$ cat config.mk
export PLATFORM = sky130hd
export DESIGN_NAME = alu_iter
export DESIGN_NICKNAME = d
export VERILOG_FILES = /design/src/rtl/alu_iter_pkg.sv /design/src/rtl/alu_iter_muldiv.sv /design/src/rtl/alu_iter.sv
export SDC_FILE = /design/constraint.sdc
export NUM_CORES = 1
export LEC_CHECK = 0
export CORE_MARGIN = 2
export CORE_UTILIZATION = 45
export DETAILED_ROUTE_END_ITERATION = 7
export GPL_ROUTABILITY_DRIVEN = 1
export HOLD_SLACK_MARGIN = 0.15
export PLACE_DENSITY = 0.66
export SETUP_SLACK_MARGIN = 0.02
export SLEW_MARGIN = 10
export SYNTH_ARGS = -nofsm -noshare
export SYNTH_HDL_FRONTEND = slang
export SYNTH_SLANG_ARGS = --single-unit
$ cat constraint.sdc
create_clock -name clk -period 2.3 [get_ports clk]
set_input_delay 0.575 -clock clk [delete_from_list [all_inputs] [get_ports clk]]
set_output_delay 0.575 -clock clk [all_outputs]
set_load 0.005 [all_outputs]
$ cat src/rtl/alu_iter_pkg.sv
// alu_iter_pkg: shared RISC-V ALU op encodings (base ops 0-9, M ops 16-23) and M-op classifier
package alu_iter_pkg;
  typedef enum logic [4:0] {
    ALU_ADD    = 5'd0,
    ALU_SUB    = 5'd1,
    ALU_AND    = 5'd2,
    ALU_OR     = 5'd3,
    ALU_XOR    = 5'd4,
    ALU_SLL    = 5'd5,
    ALU_SLT    = 5'd6,
    ALU_SLTU   = 5'd7,
    ALU_SRL    = 5'd8,
    ALU_SRA    = 5'd9,
    ALU_MUL    = 5'd16,
    ALU_MULH   = 5'd17,
    ALU_MULHSU = 5'd18,
    ALU_MULHU  = 5'd19,
    ALU_DIV    = 5'd20,
    ALU_DIVU   = 5'd21,
    ALU_REM    = 5'd22,
    ALU_REMU   = 5'd23
  } alu_op_e;

  function automatic logic is_m_op(input alu_op_e op);
    return op[4:3] == 2'b10;
  endfunction
endpackage

$ cat src/rtl/alu_iter_muldiv.sv
// alu_iter_muldiv: radix-2 shift-add multiplier / restoring divider, XLEN iterations; ports clk, rst, flush, start, op, src_a, src_b -> done, result
module alu_iter_muldiv
  import alu_iter_pkg::*;
#(
  parameter int XLEN = 32
) (
  input  logic            clk,
  input  logic            rst,
  input  logic            flush,
  input  logic            start,
  input  alu_op_e         op,
  input  logic [XLEN-1:0] src_a,
  input  logic [XLEN-1:0] src_b,
  output logic            done,
  output logic [XLEN-1:0] result
);
  localparam int CW = $clog2(XLEN);
  logic            busy, neg_q, neg_r, div0, sa, sb, is_div, div_r, ok;
  logic [CW-1:0]   cnt;
  logic [XLEN-1:0] hi, lo, dvsr, mag_a, mag_b, hi_n, lo_n;
  logic [XLEN:0]   sum, shl, diff;
  logic [2*XLEN-1:0] prod;
  alu_op_e         op_r;
  assign is_div = op inside {ALU_DIV, ALU_DIVU, ALU_REM, ALU_REMU};
  assign div_r  = op_r inside {ALU_DIV, ALU_DIVU, ALU_REM, ALU_REMU};
  assign sa     = (op inside {ALU_MULH, ALU_MULHSU, ALU_DIV, ALU_REM}) && src_a[XLEN-1];
  assign sb     = (op inside {ALU_MULH, ALU_DIV, ALU_REM}) && src_b[XLEN-1];
  assign mag_a  = sa ? -src_a : src_a;
  assign mag_b  = sb ? -src_b : src_b;
  // multiply: {hi,lo} is the running product with the multiplier shifting out of lo
  assign sum    = {1'b0, hi} + (lo[0] ? {1'b0, dvsr} : '0);
  // divide: hi is the partial remainder, quotient bits shift into lo
  assign shl    = {hi, lo[XLEN-1]};
  assign diff   = shl - {1'b0, dvsr};
  assign ok     = !diff[XLEN];
  assign hi_n   = div_r ? (ok ? diff[XLEN-1:0] : shl[XLEN-1:0]) : sum[XLEN:1];
  assign lo_n   = div_r ? {lo[XLEN-2:0], ok} : {sum[0], lo[XLEN-1:1]};
  assign prod   = neg_q ? -{hi_n, lo_n} : {hi_n, lo_n};
  assign done   = busy && cnt == CW'(XLEN - 1);
  // divide by zero yields all-ones magnitude and remainder |a|, so only the quotient
  // needs forcing; most-negative / -1 falls out of the magnitude path naturally
  always_comb
    result = op_r == ALU_MUL ? prod[XLEN-1:0]
           : op_r inside {ALU_DIV, ALU_DIVU} ? (div0 ? '1 : neg_q ? -lo_n : lo_n)
           : op_r inside {ALU_REM, ALU_REMU} ? (neg_r ? -hi_n : hi_n)
           : prod[2*XLEN-1:XLEN];
  always_ff @(posedge clk or posedge rst) begin
    if (rst) begin
      busy  <= 1'b0;
      cnt   <= '0;
      hi    <= '0;
      lo    <= '0;
      dvsr  <= '0;
      op_r  <= ALU_ADD;
      neg_q <= 1'b0;
      neg_r <= 1'b0;
      div0  <= 1'b0;
    end else if (flush) begin
      busy <= 1'b0;
    end else if (start) begin
      busy  <= 1'b1;
      cnt   <= '0;
      hi    <= '0;
      lo    <= is_div ? mag_a : mag_b;
      dvsr  <= is_div ? mag_b : mag_a;
      op_r  <= op;
      neg_q <= sa ^ sb;
      neg_r <= sa;
      div0  <= src_b == '0;
    end else if (busy) begin
      hi   <= hi_n;
      lo   <= lo_n;
      cnt  <= cnt + 1'b1;
      busy <= !done;
    end
  end
endmodule

$ cat src/rtl/alu_iter.sv
// alu_iter: valid/ready ALU, 1-cycle base ops, XLEN+1-cycle M ops when ALU_ITER_M_EN is defined; ports clk, rst, in_valid/in_ready, src_a, src_b, alu_op, flush, out_valid/out_ready, result
module alu_iter
  import alu_iter_pkg::*;
#(
  parameter int XLEN = 32
) (
  input  logic            clk,
  input  logic            rst,
  input  logic            in_valid,
  output logic            in_ready,
  input  logic [XLEN-1:0] src_a,
  input  logic [XLEN-1:0] src_b,
  input  alu_op_e         alu_op,
  input  logic            flush,
  output logic            out_valid,
  input  logic            out_ready,
  output logic [XLEN-1:0] result
);
  localparam logic [1:0] IDLE = 2'd0, BUSY = 2'd1, DONE = 2'd2;
  logic [1:0]            state;
  logic [$clog2(XLEN)-1:0] shamt;
  logic [XLEN-1:0]       base_res, md_res;
  logic                  m_op, md_done, accept;
  assign shamt = src_b[$clog2(XLEN)-1:0];
  always_comb begin
    base_res = '0;
    case (alu_op)
      ALU_ADD:  base_res = src_a + src_b;
      ALU_SUB:  base_res = src_a - src_b;
      ALU_AND:  base_res = src_a & src_b;
      ALU_OR:   base_res = src_a | src_b;
      ALU_XOR:  base_res = src_a ^ src_b;
      ALU_SLL:  base_res = src_a << shamt;
      ALU_SLT:  base_res = {{(XLEN-1){1'b0}}, $signed(src_a) < $signed(src_b)};
      ALU_SLTU: base_res = {{(XLEN-1){1'b0}}, src_a < src_b};
      ALU_SRL:  base_res = src_a >> shamt;
      ALU_SRA:  base_res = $signed(src_a) >>> shamt;
      default:  base_res = '0;
    endcase
  end
  // rst gates in_ready so every output reads 0 while reset is held
  assign in_ready  = !rst && !flush && (state == IDLE || (state == DONE && out_ready));
  assign accept    = in_valid && in_ready;
  assign out_valid = state == DONE;
`ifdef ALU_ITER_M_EN
  assign m_op = is_m_op(alu_op);
  alu_iter_muldiv #(.XLEN(XLEN)) u_muldiv (
    .clk    (clk),
    .rst    (rst),
    .flush  (flush),
    .start  (accept && m_op),
    .op     (alu_op),
    .src_a  (src_a),
    .src_b  (src_b),
    .done   (md_done),
    .result (md_res)
  );
`else
  assign m_op    = 1'b0;
  assign md_done = 1'b0;
  assign md_res  = '0;
`endif
  always_ff @(posedge clk or posedge rst) begin
    if (rst) begin
      state  <= IDLE;
      result <= '0;
    end else if (flush) begin
      state <= IDLE;
    end else if (accept) begin
      state <= m_op ? BUSY : DONE;
      if (!m_op) result <= base_res;
    end else if (state == BUSY && md_done) begin
      state  <= DONE;
      result <= md_res;
    end else if (state == DONE && out_ready) begin
      state <= IDLE;
    end
  end
endmodule
==> out/metrics.yaml, run 1 <==
outcome:
  status: "aborted with a tool error"
  stop_stage: "global routing (5_1_grt)"
  tool.error: "[ERROR GRT-0232] Routing congestion too high. Check the congestion heatmap in the GUI."
yosys:
  yosys_warnings: 0
  avgSynthCellArea_um2: 7.63
  synthTopCellsByCount: "nor2_1 (138), a21oi_1 (110), nand2_1 (108)"
  synth.area.top_cells: "mux4_2 (15%), ha_1 (12%), dfrtp_1 (8.3%), a21oi_1 (5.5%), nor2_1 (5.2%)"
  ys.flop_type: "dfrtp_1"
  yosysTopAreaCellShare: 0.147
  synth_edf_count: 0
  async_reset_ff_frac: 1.00
  syn-cell-area_um2: 9960
  synthesis.nets: 1479
  yosysMostFrequentCell: "nor2_1"
  synth-seq-cells: 33
  syn_inst: 1306
  synth_cell_types: 93
  yosysTopAreaCell: "mux4_2"
  yosysSeqAreaShare: 0.0829
cts:
  cts_max_level: 2
  cts_buffers: 5
  cts_buffer_depth: 2
  root_buffer: "clkbuf_16"
  cts_sinks: 33
  cts_hold_buf: 0
grt:
  track_usage: 0.788
  grt_max_degree: 44
  grt-ovfl-total: 82
placement:
  portBuffers: 107
  dp_slack_ps: -1480
  routabilityCongestion: 1.03
  dp_hpwl_mm: 44.5
floorplanning:
  num_rows: 54
  initial_utilization: 0.458
  die_w_um: 153
  fp.dieH_um: 153
  boundaryPins: 108
timing:
  grt-worst-endpoint: "result[12]$_DFFE_PP0P_/D"
  endpoint_type: "register data pin"
==> metrics by stage <==
| step | TNS (ps) | hold WS (ps) | utilization | cells | instance area, µm² |
|---|---|---|---|---|---|
| 2_1_floorplan | -14220 | 474 | - | 1306 | 10400 |
| 3_3_place_gp | -37190 | 461 | 0.703 | 2126 | 15300 |
| 3_5_place_dp | -39040 | 477 | 0.703 | 2126 | 15300 |
| 4_1_cts | -11620 | 491 | 0.836 | 2234 | 18200 |
==> timing repair <==
item                       in CTS
setup buffers                 110
resized for setup             656
setup endpoints to repair      33
pin swaps                     172
cloned                          5
==> logic make-up after synthesis <==
logic type               share of synthesized area
multiplexers                                 0.204
adder cells (fa/ha/maj)                      0.126
flip-flops                                  0.0829
buffers and inverters                       0.0799
XOR/XNOR                                   0.00528
AND/OR/NAND/NOR                              0.191
AO/OA/AOI/OAI                                0.311
==> layer usage <==
| layer | overflow | global-route usage |
|---|---|---|
| met1 | 0 | 0.783 |
| met2 | 49 | 0.941 |
| met5 | 0 | 0.269 |
| met4 | 32 | 0.791 |
| met3 | 1 | 0.660 |
==> run 2: changes to the inputs <==
- CORE_UTILIZATION: 45 -> 30
- HOLD_SLACK_MARGIN: 0.15 -> not set
- PLACE_DENSITY: 0.66 -> not set
- PLACE_DENSITY_LB_ADDON: not set -> 0.15
- SETUP_SLACK_MARGIN: 0.02 -> not set
==> run 2 against run 1 <==
- the flow now finishes, with violations (setup timing)
- synthesized cell count stayed put
- area after synthesis unchanged
==> out/metrics.yaml, run 2 <==
outcome:
  status: "complete, but fails checks"  # was aborted with a tool error
  violations: "setup timing"
final_layout:
  fin_util: 0.569
  regMostFlops: "result"
  synthToLayoutAreaGrowth_pct: 86.5
  final_nets: 2097
  nFillCells: 2945
  largest_register_ffs: 32
  reg_top3: "result: 32 flops, state: 1 flops"
  final_cell_mix: "buf_4 (492), nor2_1 (119), nand2_1 (96), buf_6 (84), mux4_2 (68)"
  drive_above_1_share: 0.569
  final_cells: 2369
  layout_commonest_cell: "buf_4"
yosys:
  yosysTopAreaCellShare: 0.147  # unchanged
  syn_inst: 1306  # unchanged
  syn-cell-area_um2: 9960  # unchanged
  synth_cell_types: 93  # unchanged
  synthTopCellsByCount: "nor2_1 (138), a21oi_1 (110), nand2_1 (108)"  # unchanged
  synth-xor-area-share: 0.00528  # unchanged
  yosysTopAreaCell: "mux4_2"  # unchanged
  avgSynthCellArea_um2: 7.63  # unchanged
  synth_compound_area_frac: 0.311  # unchanged
  synth.area.top_cells: "mux4_2 (15%), ha_1 (12%), dfrtp_1 (8.3%), a21oi_1 (5.5%), nor2_1 (5.2%)"  # unchanged
  synth_fa_ha_area_frac: 0.126  # unchanged
  yosysMostFrequentCell: "nor2_1"  # unchanged
  yosysSeqAreaShare: 0.0829  # unchanged
  yosys_warnings: 0  # unchanged
  synthesis.nets: 1479  # unchanged
  synth-seq-cells: 33  # unchanged
  synthMuxAreaShare: 0.204  # unchanged
  ys.flop_type: "dfrtp_1"  # unchanged
  async_reset_ff_frac: 1.00  # unchanged
  synth_top_family_by_area: "compound AO/OA/AOI/OAI gates"  # unchanged
  synth-simple-area-share: 0.191  # unchanged
  synth_edf_count: 0  # unchanged
floorplanning:
  num_rows: 66  # was 54
  die_w_um: 186  # was 153 µm
  core_um2: 32600
  die-area_um2: 34700
  initial_utilization: 0.305  # was 0.458
  fp.dieH_um: 186  # was 153 µm
  boundaryPins: 108  # unchanged
timing:
  max_slew.worst_pin.slew_ps: 900
  final-setup-viol-count: 32
  final.min_clock_period_ps: 2880
  finClkSkew_ps: 7.45
  period_share: 1.25
  hold_violations: 0
  rsz0062_at_grt: "true"
  max_freq_mhz: 347
  drv_slew: 0
  slew_headroom: 0.395
  postLayoutSetupSlackWorst_ps: -578
power:
  powerDensity_nw_per_um2: 306
  leakagePower_nw: 8.00
  vdd_ir_drop_max_mv: 0.334
setup_path:
  cp.required_ps: 2460
  r2r_start: "state[1]"
  endpoint_kind: "flop"
  cp-start-kind: "input port"
  crit_fanout: 8
  worstSetupStartpoint: "src_a[13]"
  r2r_slack_ps: 60
  r2r_end: "result[25]"
  arrival_ps: 3040
  critPathKind: "in -> reg"
  r2r_cells: 9
grt:
  grt_pass1_vias: 13300
  grt_max_degree: 64
  antenna_found_initial: 0
  grt_util_met3: 0.0666
  grt_use_met2: 0.501
  top_usage_layer: "met2"
  met1_usage: 0.463
  track_usage: 0.329
  grt_first_pass_wirelength_mm: 83.7
  grt-ovfl-total: 0
cts:
  root_buffer: "clkbuf_16"  # unchanged
  cts_max_level: 2  # unchanged
  cts_sinks: 33  # unchanged
  clkTransAtPathRegs_ps: 60
  cts_buffers: 5  # unchanged
  cts_hold_buf: 0  # unchanged
  cts_buffer_depth: 2  # unchanged
  cts_tree: "yes"
  clk_latency_ps: 290
drt:
  dr.pass1.iters: 5
  vias: 13800
  wl_mm: 58.5
  avgRoutedWirePerCell_um: 24.7
  drc_errors: 0
  vias_per_cell: 5.83
  drt_iter0_markers: 1608
  ant_nets: 0
worst_hold_path:
  hold_path_depth: 2
  hp-class: "reg -> reg"
  hold_start: "result[10]"
  hold_path_end: "result[10]"
placement:
  dpl.cell_count: 2263  # was 2126
  routabilityCongestion: 1.03  # about the same
  portBuffers: 107  # unchanged
  dp_hpwl_mm: 45.7  # was 44.5 mm
  dp_slack_ps: -1590  # was -1480 ps
run:
  drv_cap: 0
-- run 2: cell counts after synthesis --
No cell type changed its count.
-- run 2: how the worst max path moves through the flow --
stage,to,depth (start not counted)
3_5_place_dp,result[0],13
2_1_floorplan,result[29],13
6_report,result[29],9
5_1_grt,result[30],12
4_1_cts,result[0],12
3_3_place_gp,result[29],11
-- run 2: routing by layer --
layer  vias up  share of wire
met4         0          0.038
met1      6723           0.43
li1       6212              -
met3       127          0.097
met2       753           0.43
met5         -              0
-- run 2: kinds of logic after synthesis --
| kind of cell | Yosys count |
|---|---|
| buffers and inverters | 194 |
| muxes | 113 |
| adders and majority gates | 99 |
| DFF | 33 |
| AOI/OAI and AO/OA | 455 |
| xor gates and xnor gates | 6 |
| and+or+nand+nor | 406 |
-- run 2: worst max-delay path, cell delays in order --
cell	delay (ps)
clkbuf_4	160
buf_4	170
mux4_2	490
mux2_4	310
a32o_2	300
a2111oi_4	340
buf_4	190
o211ai_1	100
or4_1	400
-- run 2: cell type report --
class | count | area [µm²] | share of cell area
inverter | 97 | 434 | 0.0234
tap | 442 | 553 | 0.0298
sequential | 33 | 826 | 0.0445
clock inverter | 3 | 17.5 | 0.000943
multi-input combinational | 1079 | 10400 | 0.561
clock buffer | 5 | 125 | 0.00674
antenna | 2 | 5.00 | 0.000270
timing repair buffer | 708 | 6190 | 0.333
-- run 2: power by group --
| part | total, W | internal (W) | leakage (nW) | switching [W] |
|---|---|---|---|---|
| Clock | 0.000685 | 0.000398 | 0.0696 | 0.000287 |
| Combinational | 0.00435 | 0.00217 | 7.49 | 0.00218 |
| Sequential | 0.000642 | 0.000618 | 0.448 | 0.0000234 |
| Total | 0.00568 | 0.00319 | 8.00 | 0.00249 |
-- run 2: timing repair --
| item | 4_1_cts | 5_1_grt |
|---|---|---|
| cloned | 6 | 3 |
| pin swaps | 159 | 112 |
| setup buffers | 68 | 34 |
| setup endpoints to repair | 33 | 32 |
| resized for setup | 596 | 153 |
-- run 2: metrics by stage --
step | hold slack (ps) | cell area, µm² | setup TNS (ps) | power (W)
finish | 486 | 18600 | -12910 | 0.00568
global route | 504 | 18600 | -14710 | 0.00591
CTS | 497 | 17800 | -11680 | 0.00535
detailed placement | 483 | 15300 | -40340 | 0.00398
global placement | 469 | 15300 | -39620 | 0.00397
floorplan | 474 | 10400 | -14220 | 0.00226
Note: power is estimated with default switching activity, not from simulation.
==> RTL change (config.mk and constraints of run 2) <==
Change the parameter `XLEN` from 32 to 64.
--- a/src/rtl/alu_iter.sv
+++ b/src/rtl/alu_iter.sv
@@ -3,5 +3,5 @@
   import alu_iter_pkg::*;
 #(
-  parameter int XLEN = 32
+  parameter int XLEN = 64
 ) (
   input  logic            clk,
Ports: changed (resized result, src_a and src_b); port bits go from 108 to 204. No check against the original RTL was run, so the function may have changed too.
==> RTL change against run 2 <==
  * Area after synthesis is 120% higher
  * Hold slack worse by 0.0085 ns
  * The run ends with DRC, setup timing left
  * Sequential cell count is 32 higher
  * Wire length grew to 2.8 times the old value
  * Global-route usage is 9.2 points higher
  * Design area is 120% higher
  * Clock power grew to 2.6 times the old value
  * Worst setup slack worse by 0.54 ns
  * Sequential share of layout area is 0.49 points lower
  * Clock skew is 0.0084 ns higher
  * Critical path type unchanged
  * Count of clock-buffer cells in the layout is 5 higher
  * Sequential power is 95% higher
  * Power is 150% higher
==> RTL change: results <==
[outcome]
status = finished with violations
violations = DRC, setup timing

[synth]
netlist_instances = 3051
synth_area_leaders = mux4_2, ha_1, a21oi_1, dfrtp_1, nor2_1
ys_top_cells_by_count = nor2_1, a21oi_1, o21ai_0
yosysSeqAreaShare_pct = 7.58
yosysUniqueCellTypes = 90
synthesis.nets = 3384

[finish]
nets = 4820
top_regs = result (64), state (1)
fin_cells = 5446
ff_latch_area_um2 = 1630
drive_above_1_share_pct = 54.0
fillers = 6541

[setup_path]
cp_top_family = compound AO/OA/AOI/OAI gates
cp_max_fo = 3
critPathArrivalTime_ns = 3.68
cpPeakStageDelay_ns = 0.38

[clocking]
clk_latency_ns = 0.39
cts_max_level = 3
numCtsBuffers = 9

[routing]
vias = 32600
drc = 3
avgRoutedWirePerCell_um = 29.9
met3_length_um = 13300
dr_wl_met2_um = 70800
highest_layer = met5

[grt]
grt_pass1_vias = 31700
met1_usage_pct = 52.8
use_met3_pct = 5.86
grt_pass1_wl_um = 226000

[pwr]
netSwitchingFraction_pct = 47.1
p_leak_nw = 17.9
ir_worst_vdd_uv = 388
powerDensity_nw_per_um2 = 341

[sta]
fin_ws_ns = -1.11
clock_skew_ns = 0.0159
fin_setup_tns_ns = -57.03
setup_viol = 64
worst_slew_pin_slew_ns = 0.810

[placement]
io_buffers = 203
## RTL change: changes by cell type in the layout (fill, tap and decap cells not counted), moves of 51 or more
cell,before,now
buf_4,492,1244
ha_1,49,117
nor2_1,119,352
a21oi_2,38,94
mux4_2,68,119
buf_6,84,158
a21oi_1,64,219
mux2i_1,16,84
nand2_1,96,230
o21ai_0,45,144
inv_1,46,115
## RTL change: logic make-up (layout without fill, tap and decap cells)
| family | Yosys count | in the layout | share of synthesized area (%) |
|---|---|---|---|
| compound gates | 1094 | 1094 | 32.4 |
| simple gates | 940 | 940 | 19.3 |
| buf+inv | 459 | 1900 | 8.68 |
| mux | 247 | 247 | 18.5 |
| fa+ha+maj | 195 | 195 | 11.4 |
| flops | 65 | 65 | 7.58 |
| xor+xnor | 51 | 51 | 2.08 |
| other cells | 0 | 4 | 0 |
## RTL change: repair_timing
| action | CTS | global route |
|---|---|---|
| pin swaps | 254 | 234 |
| buffers inserted | 194 | 85 |
| endpoints found under the hold margin | 0 | 0 |
| gates resized for setup | 1165 | 391 |
| hold buffers | 0 | 0 |
| cloned | 9 | 2 |
| setup endpoints to repair | 65 | 65 |
## RTL change: final cells by class
class	count	area share [%]
clock buffers	10	0.557
well taps	950	2.89
inverters	212	2.20
flip-flops and latches	65	3.96
diodes	4	0.0244
clock inverters	6	0.280
repair buffers	1672	35.3
multi-input cells	2527	54.8
## RTL change: path summary, 6_finish.rpt
kind	slack [ns]	start	cells past startpoint	endpoint
min reg2reg	0.48	result[11]	2	result[11]
min	0.48	result[11]	2	result[11]
max reg2reg	-0.10	state[1]	11	result[48]
min in group asynchronous	0.83	rst	4	result[51]
max in group asynchronous	1.14	rst	4	result[37]
max	-1.11	src_a[0]	18	result[50]
